$ cat src/rtl/mc68k_reg_target_if.sv
// mc68k_reg_target_if -- 68000-style register bus between an initiator and a
// register-bank responder. The master drives the strobes, address and write
// data. The slave returns read data, the buffer enable and DTACKn.
interface mc68k_reg_target_if;
  logic        ASn;
  logic        UDSn;
  logic        LDSn;
  logic        RnW;
  logic        REGSELn;
  logic [1:0]  A;
  logic [15:0] D_IN;
  logic [15:0] D_OUT;
  logic        D_OE;
  logic        DTACKn;

  modport master (
    output ASn, UDSn, LDSn, RnW, REGSELn, A, D_IN,
    input  D_OUT, D_OE, DTACKn
  );

  modport slave (
    input  ASn, UDSn, LDSn, RnW, REGSELn, A, D_IN,
    output D_OUT, D_OE, DTACKn
  );
endinterface

$ cat src/rtl/mc68k_reg_target.sv
// mc68k_reg_target -- answers 68000-style bus cycles for four 16-bit local
// registers: CTRL, MASK, STATUS (read-only) and SCRATCH.
// The asynchronous strobes are synchronised into CLK80, and all state changes
// on the falling edge. Reset is synchronous and active-low.
// Optional feature macro: REG_WAIT_EN. When it is defined, CTRL[15:12]
// inserts 0-15 wait cycles before DTACKn is asserted.
module mc68k_reg_target #(
  parameter logic [15:0] CTRL_RST = 16'h0000,
  parameter logic [15:0] MASK_RST = 16'hFFFF
) (
  input  logic               CLK80,
  input  logic               RESETn,
  mc68k_reg_target_if.slave  bus,
  input  logic [15:0]        STATUS_IN,
  output logic [15:0]        CTRL,
  output logic [15:0]        MASK,
  output logic               CTRL_WR
);

  localparam logic [1:0] ST_IDLE   = 2'd0;
  localparam logic [1:0] ST_DECODE = 2'd1;
  localparam logic [1:0] ST_WAIT   = 2'd2;
  localparam logic [1:0] ST_ACK    = 2'd3;

  logic [1:0]  state;
  logic [1:0]  as_sy, uds_sy, lds_sy, sel_sy;
  logic        as_s, uds_s, lds_s, sel_s;
  logic        start;

  // Cycle attributes captured in DECODE. These are used when ACK is entered
  // from WAIT.
  logic        rnw_q;
  logic [1:0]  idx_q;
  logic [15:0] din_q;
  logic        ue_q, le_q;

  logic [15:0] ctrl_q, mask_q, scratch_q;
  logic [15:0] dout_q;
  logic        doe_q, dtack_q, ctrl_wr_q;

  logic        w_rnw, w_ue, w_le;
  logic [1:0]  w_idx;
  logic [15:0] w_data;
  logic        go_wait;
  logic        ack_enter;
  logic        do_write;
  logic [15:0] rd_word;

`ifdef REG_WAIT_EN
  logic [3:0]  wcnt;
`endif

  function automatic logic [15:0] merge(input logic [15:0] old_v,
                                        input logic [15:0] new_v,
                                        input logic ue, input logic le);
    return {ue ? new_v[15:8] : old_v[15:8], le ? new_v[7:0] : old_v[7:0]};
  endfunction

  // Two-flop synchronisers on the asynchronous strobes. These reset to the negated level.
  always_ff @(negedge CLK80) begin
    if (!RESETn) begin
      as_sy  <= 2'b11;
      uds_sy <= 2'b11;
      lds_sy <= 2'b11;
      sel_sy <= 2'b11;
    end else begin
      as_sy  <= {as_sy[0],  bus.ASn};
      uds_sy <= {uds_sy[0], bus.UDSn};
      lds_sy <= {lds_sy[0], bus.LDSn};
      sel_sy <= {sel_sy[0], bus.REGSELn};
    end
  end

  assign as_s  = as_sy[1];
  assign uds_s = uds_sy[1];
  assign lds_s = lds_sy[1];
  assign sel_s = sel_sy[1];
  assign start = !as_s && !sel_s && (!uds_s || !lds_s);

  // Select the write attributes. In DECODE they come straight from the bus;
  // in WAIT they come from the captured copy.
  always_comb begin
    w_rnw  = rnw_q;
    w_idx  = idx_q;
    w_data = din_q;
    w_ue   = ue_q;
    w_le   = le_q;
    if (state == ST_DECODE) begin
      w_rnw  = bus.RnW;
      w_idx  = bus.A;
      w_data = bus.D_IN;
      w_ue   = !uds_s;
      w_le   = !lds_s;
    end
  end

  // Decide when the cycle is acknowledged and whether a register write happens on that edge.
  always_comb begin
`ifdef REG_WAIT_EN
    go_wait   = (ctrl_q[15:12] != 4'd0);
    ack_enter = !as_s && (((state == ST_DECODE) && !go_wait) ||
                          ((state == ST_WAIT) && (wcnt == 4'd0)));
`else
    go_wait   = 1'b0;
    ack_enter = !as_s && (state == ST_DECODE);
`endif
    do_write  = ack_enter && !w_rnw;
  end

  // Read mux, indexed by the live address in DECODE.
  always_comb begin
    case (bus.A)
      2'd0:    rd_word = ctrl_q;
      2'd1:    rd_word = mask_q;
      2'd2:    rd_word = STATUS_IN;
      default: rd_word = scratch_q;
    endcase
  end

  // Register bank. Byte-lane writes land on the edge where ACK is entered.
  // Writes to STATUS are dropped.
  always_ff @(negedge CLK80) begin
    if (!RESETn) begin
      ctrl_q    <= CTRL_RST;
      mask_q    <= MASK_RST;
      scratch_q <= 16'h0000;
    end else if (do_write) begin
      case (w_idx)
        2'd0:    ctrl_q    <= merge(ctrl_q,    w_data, w_ue, w_le);
        2'd1:    mask_q    <= merge(mask_q,    w_data, w_ue, w_le);
        2'd3:    scratch_q <= merge(scratch_q, w_data, w_ue, w_le);
        default: ;
      endcase
    end
  end

  // Cycle state machine: decode, optional wait, acknowledge, and release on AS negation.
  always_ff @(negedge CLK80) begin
    if (!RESETn) begin
      state     <= ST_IDLE;
      dtack_q   <= 1'b1;
      doe_q     <= 1'b0;
      dout_q    <= 16'h0000;
      ctrl_wr_q <= 1'b0;
      rnw_q     <= 1'b1;
      idx_q     <= 2'd0;
      din_q     <= 16'h0000;
      ue_q      <= 1'b0;
      le_q      <= 1'b0;
`ifdef REG_WAIT_EN
      wcnt      <= 4'd0;
`endif
    end else begin
      ctrl_wr_q <= 1'b0;
      if (ack_enter) begin
        state     <= ST_ACK;
        dtack_q   <= 1'b0;
        ctrl_wr_q <= !w_rnw && (w_idx == 2'd0);
      end
      case (state)
        ST_IDLE: begin
          if (start) state <= ST_DECODE;
        end
        ST_DECODE: begin
          if (as_s) begin
            state <= ST_IDLE;
            doe_q <= 1'b0;
          end else begin
            rnw_q <= bus.RnW;
            idx_q <= bus.A;
            din_q <= bus.D_IN;
            ue_q  <= !uds_s;
            le_q  <= !lds_s;
            if (bus.RnW) begin
              dout_q <= rd_word;
              doe_q  <= 1'b1;
            end
`ifdef REG_WAIT_EN
            if (go_wait) begin
              state <= ST_WAIT;
              wcnt  <= ctrl_q[15:12] - 4'd1;
            end
`endif
          end
        end
`ifdef REG_WAIT_EN
        ST_WAIT: begin
          if (as_s) begin
            state <= ST_IDLE;
            doe_q <= 1'b0;
          end else if (wcnt != 4'd0) begin
            wcnt <= wcnt - 4'd1;
          end
        end
`endif
        ST_ACK: begin
          if (as_s) begin
            state   <= ST_IDLE;
            dtack_q <= 1'b1;
            doe_q   <= 1'b0;
          end
        end
        default: state <= ST_IDLE;
      endcase
    end
  end

  assign bus.D_OUT  = dout_q;
  assign bus.D_OE   = doe_q;
  assign bus.DTACKn = dtack_q;
  assign CTRL       = ctrl_q;
  assign MASK       = mask_q;
  assign CTRL_WR    = ctrl_wr_q;

endmodule

$ cat src/flat_wrapper.sv
// flat-port wrapper written by rule: the top's interface ports become plain ports
module mc68k_reg_target_flat 
#(
  parameter logic [15:0] CTRL_RST = 16'h0000,
  parameter logic [15:0] MASK_RST = 16'hFFFF
)
  (CLK80, RESETn, STATUS_IN, CTRL, MASK, CTRL_WR, bus_ASn, bus_UDSn, bus_LDSn, bus_RnW, bus_REGSELn, bus_A, bus_D_IN, bus_D_OUT, bus_D_OE, bus_DTACKn);
  mc68k_reg_target_if bus_i ();
  input  logic CLK80;
  input  logic RESETn;
  input  logic [15:0] STATUS_IN;
  output logic [15:0] CTRL;
  output logic [15:0] MASK;
  output logic CTRL_WR;
  input wire logic [$bits(bus_i.ASn)-1:0] bus_ASn;
  input wire logic [$bits(bus_i.UDSn)-1:0] bus_UDSn;
  input wire logic [$bits(bus_i.LDSn)-1:0] bus_LDSn;
  input wire logic [$bits(bus_i.RnW)-1:0] bus_RnW;
  input wire logic [$bits(bus_i.REGSELn)-1:0] bus_REGSELn;
  input wire logic [$bits(bus_i.A)-1:0] bus_A;
  input wire logic [$bits(bus_i.D_IN)-1:0] bus_D_IN;
  output wire logic [$bits(bus_i.D_OUT)-1:0] bus_D_OUT;
  output wire logic [$bits(bus_i.D_OE)-1:0] bus_D_OE;
  output wire logic [$bits(bus_i.DTACKn)-1:0] bus_DTACKn;
  assign bus_i.ASn = bus_ASn;
  assign bus_i.UDSn = bus_UDSn;
  assign bus_i.LDSn = bus_LDSn;
  assign bus_i.RnW = bus_RnW;
  assign bus_i.REGSELn = bus_REGSELn;
  assign bus_i.A = bus_A;
  assign bus_i.D_IN = bus_D_IN;
  assign bus_D_OUT = bus_i.D_OUT;
  assign bus_D_OE = bus_i.D_OE;
  assign bus_DTACKn = bus_i.DTACKn;
  mc68k_reg_target #(.CTRL_RST(CTRL_RST), .MASK_RST(MASK_RST)) u_core (.CLK80(CLK80), .RESETn(RESETn), .bus(bus_i), .STATUS_IN(STATUS_IN), .CTRL(CTRL), .MASK(MASK), .CTRL_WR(CTRL_WR));
endmodule
$ cat config.mk
export PLATFORM = sky130hd
export DESIGN_NAME = mc68k_reg_target_flat
export DESIGN_NICKNAME = d
export VERILOG_FILES = /design/src/rtl/mc68k_reg_target_if.sv /design/src/rtl/mc68k_reg_target.sv /design/src/flat_wrapper.sv
export SDC_FILE = /design/constraint.sdc
export NUM_CORES = 1
export LEC_CHECK = 0
export CAP_MARGIN = 15
export CORE_MARGIN = 10
export CORE_UTILIZATION = 55
export DETAILED_ROUTE_END_ITERATION = 10
export DONT_BUFFER_PORTS = 1
export GPL_TIMING_DRIVEN = 1
export PLACE_DENSITY_LB_ADDON = 0.1
export SLEW_MARGIN = 20
export SYNTH_ARGS = -nofsm -noshare
export SYNTH_HDL_FRONTEND = slang
export SYNTH_SLANG_ARGS = --single-unit
$ cat constraint.sdc
create_clock -name CLK80 -period 4.7 [get_ports CLK80]
set_input_delay 0.94 -clock CLK80 [delete_from_list [all_inputs] [get_ports CLK80]]
set_output_delay 0.94 -clock CLK80 [all_outputs]
set_load 0.01 [all_outputs]
==> insert_results.sql, run 1 <==
INSERT INTO impl_metrics (metric_group, metric, value, unit) VALUES
('status', 'result_of_the_run', 'complete, no violations', ''),
('setup_path', 'crit_fanout', '3', ''),
('clock_network', 'clock_tree_from_tritoncts', 'built', ''),
('synthesis', 'post_synthesis_net_count', '358', ''),
('placed_design', 'place.detailed.instances', '361', ''),
('die', 'fp.dieW', '98.5', 'um'),
('setup_path', 'worstRegToRegCells', '3', ''),
('clock_network', 'clock_sinks', '77', ''),
('global_routing', 'grt_pass1_wl', '15000', 'um'),
('clock_network', 'post-cts-setup-buffers', '0', ''),
('route', 'drtIter0Drc', '274', ''),
('sta', 'worst_pin_slew', '0.971', 'ns'),
('setup_path', 'critical_path_required', '3.76', 'ns'),
('global_routing', 'grt-ovfl-total', '0', ''),
('route', 'drcViolationCount', '0', ''),
('route', 'num_vias', '2914', ''),
('hold_path', 'timing.hold.worst.start', 'u_core.sel_sy[0]', ''),
('hold_path', 'hold_path_end', 'u_core.sel_sy[1]', ''),
('finish', 'nNetsFinal', '414', ''),
('hold_path', 'timing.hold.worst_path_depth', '1', ''),
('sta', 'fin_setup_tns', '0', 'ns'),
('clock_network', 'cts_buffer_depth', '2', ''),
('finish', 'layout.filler_cells', '492', ''),
('sta', 'slew-limit-headroom', '35.3', '%'),
('route', 'first_pass_iters', '5', ''),
('synthesis', 'avgSynthCellArea', '10.7', 'um^2'),
('route', 'drt-total-wl', '9430', 'um'),
('die', 'die_h', '98.5', 'um'),
('setup_path', 'startpoint_type', 'flip-flop', ''),
('clock_network', 'cts_made_buffers', '9', ''),
('synthesis', 'synth_seq_cells', '77', ''),
('placed_design', 'place_congestion', '0.757', ''),
('setup_path', 'reg2reg_from', 'u_core.state[1]', ''),
('global_routing', 'gr-usage-all-layers', '18.8', '%'),
('setup_path', 'crit_path_end_kind', 'output port', ''),
('sta', 'slew_viol_final', '0', ''),
('setup_path', 'timing.rr.end', 'u_core.CTRL[0]', ''),
('clock_network', 'ctsHtreeMaxLevel', '3', ''),
('clock_network', 'ctsResizeCount', '0', ''),
('placed_design', 'numPortBuffers', '0', ''),
('flow_run', 'timing.max_cap.violations', '0', ''),
('sta', 'fin_skew', '0.0233', 'ns'),
('sta', 'final.hold.worst_slack', '0.392', 'ns'),
('synthesis', 'synthesis.instances', '317', ''),
('finish', 'multi_input_comb_area', '1650', 'um^2'),
('route', 'detail_route.wl_per_cell', '20.8', 'um'),
('clock_network', 'clock_insertion_delay_worst_skew', '0.41', 'ns'),
('hold_path', 'min-delay-path-class', 'flip-flop to flip-flop', ''),
('power_and_ir_drop', 'p_per_area', '389', 'nW/um^2'),
('sta', 'finalHoldViolCount', '0', ''),
('sta', 'rsz0062_at_grt', 'no', ''),
('synthesis', 'post_synth_instance_area', '3390', 'um^2'),
('clock_network', 'cts_hold_repair.buffers', '0', ''),
('synthesis', 'synth_cell_types', '33', ''),
('clock_network', 'cts_root_buf', 'sky130_fd_sc_hd__clkbuf_8', ''),
('global_routing', 'grt_antenna_before_repair', '0', ''),
('synthesis', 'yosys_warnings', '0', ''),
('setup_path', 'critPathArrivalTime', '3.19', 'ns'),
('power_and_ir_drop', 'worst_ir_drop_vdd', '0.237', 'mV'),
('route', 'drtAntennaViolNets', '0', ''),
('die', 'starting_density_of_the_core', '56.9', '%'),
('clock_network', 'clk_transition_reported_paths', '0.04', 'ns'),
('finish', 'n_antenna_cell', '0', ''),
('die', 'die_area', '9700', 'um^2'),
('synthesis', 'ys_seq_area_share', '45.5', '%'),
('route', 'detail_route.vias_per_cell', '6.43', ''),
('die', 'design.portCount', '92', ''),
('finish', 'count_of_non_filler_cells_in_the_finished_layout', '453', ''),
('power_and_ir_drop', 'power.static_leakage', '1.77', 'nW'),
('die', 'core_area', '5960', 'um^2'),
('sta', 'final-setup-viol-count', '0', ''),
('power_and_ir_drop', 'totalPowerFinal', '1.50', 'mW'),
('global_routing', 'maximum_number_of_pins_on_one_net_before_global_route_repair', '64', ''),
('die', 'floorplan.rows', '28', ''),
('finish', 'area_growth_syn_to_layout', '14.1', '%'),
('global_routing', 'number_of_global_route_vias_before_repair', '2900', ''),
('placed_design', 'detailed_place_hpwl', '5950', 'um'),
('finish', 'sequential_cell_area', '1540', 'um^2'),
('setup_path', 'rrSetupSlack', '2.61', 'ns'),
('finish', 'layout-drive-gt1-share', '13.2', '%'),
('setup_path', 'setup.worst_path.class', 'flip-flop to output port', '');
==> worst register-to-register path, delay by kind of cell (launching register included) <==
kind / cells / cell delay (ns)
compound gates: 1 / 0.14
flops: 1 / 0.41
simple gates: 2 / 1.42
==> metrics by stage <==
| stage | util (%) | area [um^2] | setup WS (ns) |
|---|---|---|---|
| 2_1_floorplan | - | 3390 | 0.241 |
| 3_3_place_gp | 56.6 | 3370 | 0.230 |
| 3_5_place_dp | 56.6 | 3370 | 0.195 |
| 4_1_cts | 64.9 | 3870 | 0.558 |
| 5_1_grt | 64.9 | 3870 | 0.529 |
| 6_report | 64.9 | 3870 | 0.573 |
==> per-layer routing <==
metal / global-route usage (%) / vias up / part of all wire [%]
li1: - / 1343 / -
met1: 22.3 / 1400 / 40
met2: 25.9 / 159 / 46
met3: 11.2 / 12 / 12
met4: 10.3 / 0 / 1.6
met5: 0 / - / 0
==> Yosys cell counts, drive strengths merged <==
cell type  number  share of area (%)
inv             2               0.22
buf            25                4.5
nor2            2               0.22
or2             1               0.18
or3             2               0.37
nand2b         10                1.8
nor4b           1               0.44
or4            16                3.5
or3b            2               0.52
nor4bb          1               0.30
nor3            3                1.1
nor4           32                5.9
o211a          16                4.7
a21boi          1               0.22
mux4           16                 11
and3b           1               0.26
a21oi          34                5.0
dfxtp          77                 45
and3            1               0.18
a211oi          1               0.22
a31oi           1               0.18
nor3b          20                5.1
clkbuf         16                1.8
o21ai          17                2.5
a22o           16                4.1
nand2           3               0.33
==> power breakdown <==
part	switching, mW	internal [mW]	leakage [nW]
logic	0.0167	0.0268	0.643
clock network	0.417	0.380	0.508
registers	0.00252	0.661	0.623
==> worst max path at each step <==
stage	startpoint	end	depth (start not counted)
after floorplan	bus_RnW	u_core.CTRL[0]	5
after global placement	bus_A[0]	u_core.CTRL[9]	3
after detailed placement	bus_A[0]	u_core.CTRL[13]	3
after CTS	u_core.CTRL[14]	CTRL[14]	0
after global routing	u_core.CTRL[12]	CTRL[12]	0
final	u_core.CTRL[14]	CTRL[14]	0
==> cell usage in the layout (no fill, tap or decap), types with 2 or more instances in the layout <==
cell type and instances:
sky130_fd_sc_hd__nor3b_1 17, sky130_fd_sc_hd__a21oi_1 34, sky130_fd_sc_hd__dfxtp_1 77, sky130_fd_sc_hd__or3b_1 2
sky130_fd_sc_hd__bufinv_16 2, sky130_fd_sc_hd__nor3_4 2, sky130_fd_sc_hd__or4_1 16, sky130_fd_sc_hd__a22o_1 16
sky130_fd_sc_hd__clkbuf_8 9, sky130_fd_sc_hd__nand2_1 3, sky130_fd_sc_hd__nor2_1 2, sky130_fd_sc_hd__inv_1 78
sky130_fd_sc_hd__mux4_2 16, sky130_fd_sc_hd__buf_4 10, sky130_fd_sc_hd__o21ai_0 17, sky130_fd_sc_hd__clkinvlp_2 4
sky130_fd_sc_hd__nand2b_1 9, sky130_fd_sc_hd__or3_1 2, sky130_fd_sc_hd__nor4_1 32, sky130_fd_sc_hd__o211a_1 16
sky130_fd_sc_hd__nor3b_2 2
==> registers in the layout (all words and copies together) (netlist names), 2 cells and up <==
register and cells:
u_core.CTRL 16, u_core.MASK 16, u_core.bus.D_OUT 16, u_core.scratch_q 16, u_core.as_sy 2, u_core.lds_sy 2
u_core.sel_sy 2, u_core.state 2, u_core.uds_sy 2
==> cells by family (layout without fill, tap and decap cells) <==
group	count (synthesis)	in the layout	synth area share, %
and+or+nand+nor	95	95	20.3
AOI/OAI and AO/OA	86	86	17.0
DFF	77	77	45.5
buffers and inverters	43	104	6.57
muxes	16	16	10.6
==> cell type report <==
class	count	area share (%)
Multi-Input combinational cell	197	42.7
Inverter	1	0.0971
Clock buffer	9	3.20
Sequential cell	77	39.9
Tap cell	75	2.43
Timing Repair Buffer	10	1.94
Clock inverter	84	9.77
Power figures use the tool's default switching activity.
==> run 2, diff against run 1 <==
--- a/config.mk
+++ b/config.mk
@@ -5,11 +5,11 @@
 export SDC_FILE = /design/constraint.sdc
 export NUM_CORES = 1
 export LEC_CHECK = 0
+export BUFFER_PORTS_ARGS = -buffer_cell sky130_fd_sc_hd__buf_2
 export CAP_MARGIN = 15
 export CORE_MARGIN = 10
 export CORE_UTILIZATION = 55
 export DETAILED_ROUTE_END_ITERATION = 10
-export DONT_BUFFER_PORTS = 1
 export GPL_TIMING_DRIVEN = 1
 export PLACE_DENSITY_LB_ADDON = 0.1
 export SLEW_MARGIN = 20
==> run 2 against run 1 <==
Net effect:
- count of clock-buffer cells in the layout unchanged
- sequential power about the same
- sequential cell count unchanged
- wire length increased by 3.7%
- combinational power increased by 98%
- final area increased by 12%
- clock skew increased by 0.0045 ns
- cell count increased by 22%
- global-route usage increased by 0.88 points
- critical path depth increased by 4
- core utilization increased by 7.9 points
- register-to-register slack about the same
- critical path type is now input pin to flip-flop
- highest routed layer unchanged
==> insert_results.sql, run 2 (synthesis results as in run 1) <==
INSERT INTO impl_metrics (metric_group, metric, value, unit) VALUES
('status', 'result_of_the_run', 'complete, no violations', ''),
('finish', 'layout-drive-gt1-share', '31.1', '%'),
('clock_network', 'clk_transition_reported_paths', '0.03', 'ns'),
('placed_design', 'numPortBuffers', '91', ''),
('sta', 'rsz0062_at_grt', 'no', ''),
('sta', 'fin_skew', '0.0277', 'ns'),
('setup_path', 'timing.critical_path.slowest_cell_delay', '0.53', 'ns'),
('finish', 'layout.filler_cells', '477', ''),
('die', 'design.portCount', '92', ''),
('clock_network', 'cts_hold_repair.buffers', '0', ''),
('global_routing', 'maximum_number_of_pins_on_one_net_before_global_route_repair', '62', ''),
('clock_network', 'cts_buffer_depth', '2', ''),
('global_routing', 'grt_pass1_wl', '15900', 'um'),
('route', 'drtIter0Drc', '219', ''),
('sta', 'slew_viol_final', '0', ''),
('sta', 'worst_pin_slew', '0.985', 'ns'),
('clock_network', 'ctsResizeCount', '0', ''),
('die', 'die_area', '9700', 'um^2'),
('route', 'detail_route.wl_per_cell', '17.7', 'um'),
('power_and_ir_drop', 'power.static_leakage', '2.19', 'nW'),
('setup_path', 'critical_path_required', '2.63', 'ns'),
('clock_network', 'clock_insertion_delay_worst_skew', '0.41', 'ns'),
('clock_network', 'cts_root_buf', 'sky130_fd_sc_hd__clkbuf_8', ''),
('finish', 'leading_cell_type_in_the_layout_fill_and_taps_excluded', 'sky130_fd_sc_hd__buf_2', ''),
('setup_path', 'crit_path_end_kind', 'flip-flop', ''),
('placed_design', 'detailed_place_hpwl', '6590', 'um'),
('global_routing', 'grt-ovfl-total', '0', ''),
('setup_path', 'worstPathBufferInverterCount', '1', ''),
('route', 'detail_route.vias_per_cell', '5.91', ''),
('global_routing', 'grt_antenna_before_repair', '0', ''),
('finish', 'sequential_cell_area', '1540', 'um^2'),
('global_routing', 'number_of_global_route_vias_before_repair', '3340', ''),
('setup_path', 'delay_heaviest_family_cp', 'simple AND/OR/NAND/NOR gates', ''),
('clock_network', 'clock_tree_from_tritoncts', 'built', ''),
('placed_design', 'place_congestion', '0.765', ''),
('die', 'core_area', '5960', 'um^2'),
('sta', 'finalHoldViolCount', '0', ''),
('route', 'first_pass_iters', '5', ''),
('power_and_ir_drop', 'p_per_area', '333', 'nW/um^2'),
('finish', 'n_antenna_cell', '0', ''),
('setup_path', 'critical_path.slowest_cell', 'sky130_fd_sc_hd__or3_1', ''),
('hold_path', 'min-delay-path-class', 'flip-flop to flip-flop', ''),
('clock_network', 'cts_made_buffers', '9', ''),
('setup_path', 'critPathArrivalTime', '2.19', 'ns'),
('finish', 'layout.cells.most_common_list', '91 x sky130_fd_sc_hd__buf_2, 78 x sky130_fd_sc_hd__inv_1, 77 x sky130_fd_sc_hd__dfxtp_1, 34 x sky130_fd_sc_hd__a21oi_1, 32 x sky130_fd_sc_hd__nor4_1', ''),
('clock_network', 'clock_sinks', '77', ''),
('clock_network', 'post-cts-setup-buffers', '0', ''),
('die', 'die_h', '98.5', 'um'),
('power_and_ir_drop', 'worst_ir_drop_vdd', '0.279', 'mV'),
('finish', 'multi_input_comb_area', '1640', 'um^2'),
('setup_path', 'startpoint_type', 'input pin', ''),
('die', 'fp.dieW', '98.5', 'um'),
('die', 'floorplan.rows', '28', ''),
('finish', 'nNetsFinal', '512', ''),
('route', 'drt-total-wl', '9780', 'um'),
('setup_path', 'crit_fanout', '9', ''),
('sta', 'slew-limit-headroom', '34.4', '%'),
('global_routing', 'gr-usage-all-layers', '19.7', '%'),
('sta', 'fin_setup_tns', '0', 'ns'),
('route', 'drtAntennaViolNets', '0', ''),
('sta', 'final-setup-viol-count', '0', ''),
('route', 'num_vias', '3255', ''),
('sta', 'final.hold.worst_slack', '0.404', 'ns'),
('route', 'drcViolationCount', '0', ''),
('finish', 'area_growth_syn_to_layout', '28.0', '%'),
('flow_run', 'timing.max_cap.violations', '0', ''),
('clock_network', 'ctsHtreeMaxLevel', '3', ''),
('die', 'starting_density_of_the_core', '56.9', '%'),
('setup_path', 'path_cells', 'buf_2 > or3_1 > or4_1 > o211a_1', ''),
('setup_path', 'setup.worst_path.class', 'input pin to flip-flop', '');
==> run 2: path summary, 6_finish.rpt <==
check                        from               to  slack (ns)  cells after the start
setup / recovery         bus_A[0]  u_core.CTRL[13]        0.44                      4
hold reg to reg   u_core.as_sy[0]  u_core.as_sy[1]        0.40                      1
hold / removal    u_core.as_sy[0]  u_core.as_sy[1]        0.40                      1
setup reg to reg  u_core.state[1]   u_core.CTRL[7]        2.62                      3
==> run 2: layout make-up <==
cell class                 count  area share, %
tap                           75           2.16
sequential                    77           35.6
multi-input combinational    197           37.9
clock inverter                84           7.73
inverter                       1         0.0866
timing repair buffer         108           13.7
clock buffer                   9           2.86
==> run 2: per-layer routing <==
layer  vias up  routed length, um  track usage (%)  share of wire, %
met4         0                 54             8.05              0.55
met3         4                786             10.1               8.0
met5         -                  0                0                 0
li1       1547                  -                -                 -
met2       120               4860             30.4                50
met1      1584               4080             22.6                42
==> run 2: worst register-to-register path: stages (launching register included) <==
cell and delay, ns:
sky130_fd_sc_hd__dfxtp_1 0.41, sky130_fd_sc_hd__nand2b_2 0.70, sky130_fd_sc_hd__or4_1 0.72, sky130_fd_sc_hd__o211a_1 0.14
==> run 2: per-stage QoR <==
step                      power [mW]  worst slack [ns]  util, %  cells  area (um^2)
after global routing            1.55             0.352     72.8    551         4340
after CTS                       1.47             0.456     72.8    551         4340
final                           1.45             0.443     72.8    551         4340
after floorplan                0.823             0.241        -    317         3390
after global placement         0.858            0.0958     65.1    459         3880
after detailed placement       0.859            0.0453     65.1    459         3880
==> run 2: power breakdown <==
group	internal, mW	leakage [nW]	switching [mW]
Clock	0.278	0.497	0.418
Sequential	0.661	0.623	0.00243
Combinational	0.0427	1.07	0.0436
Total	0.982	2.19	0.464
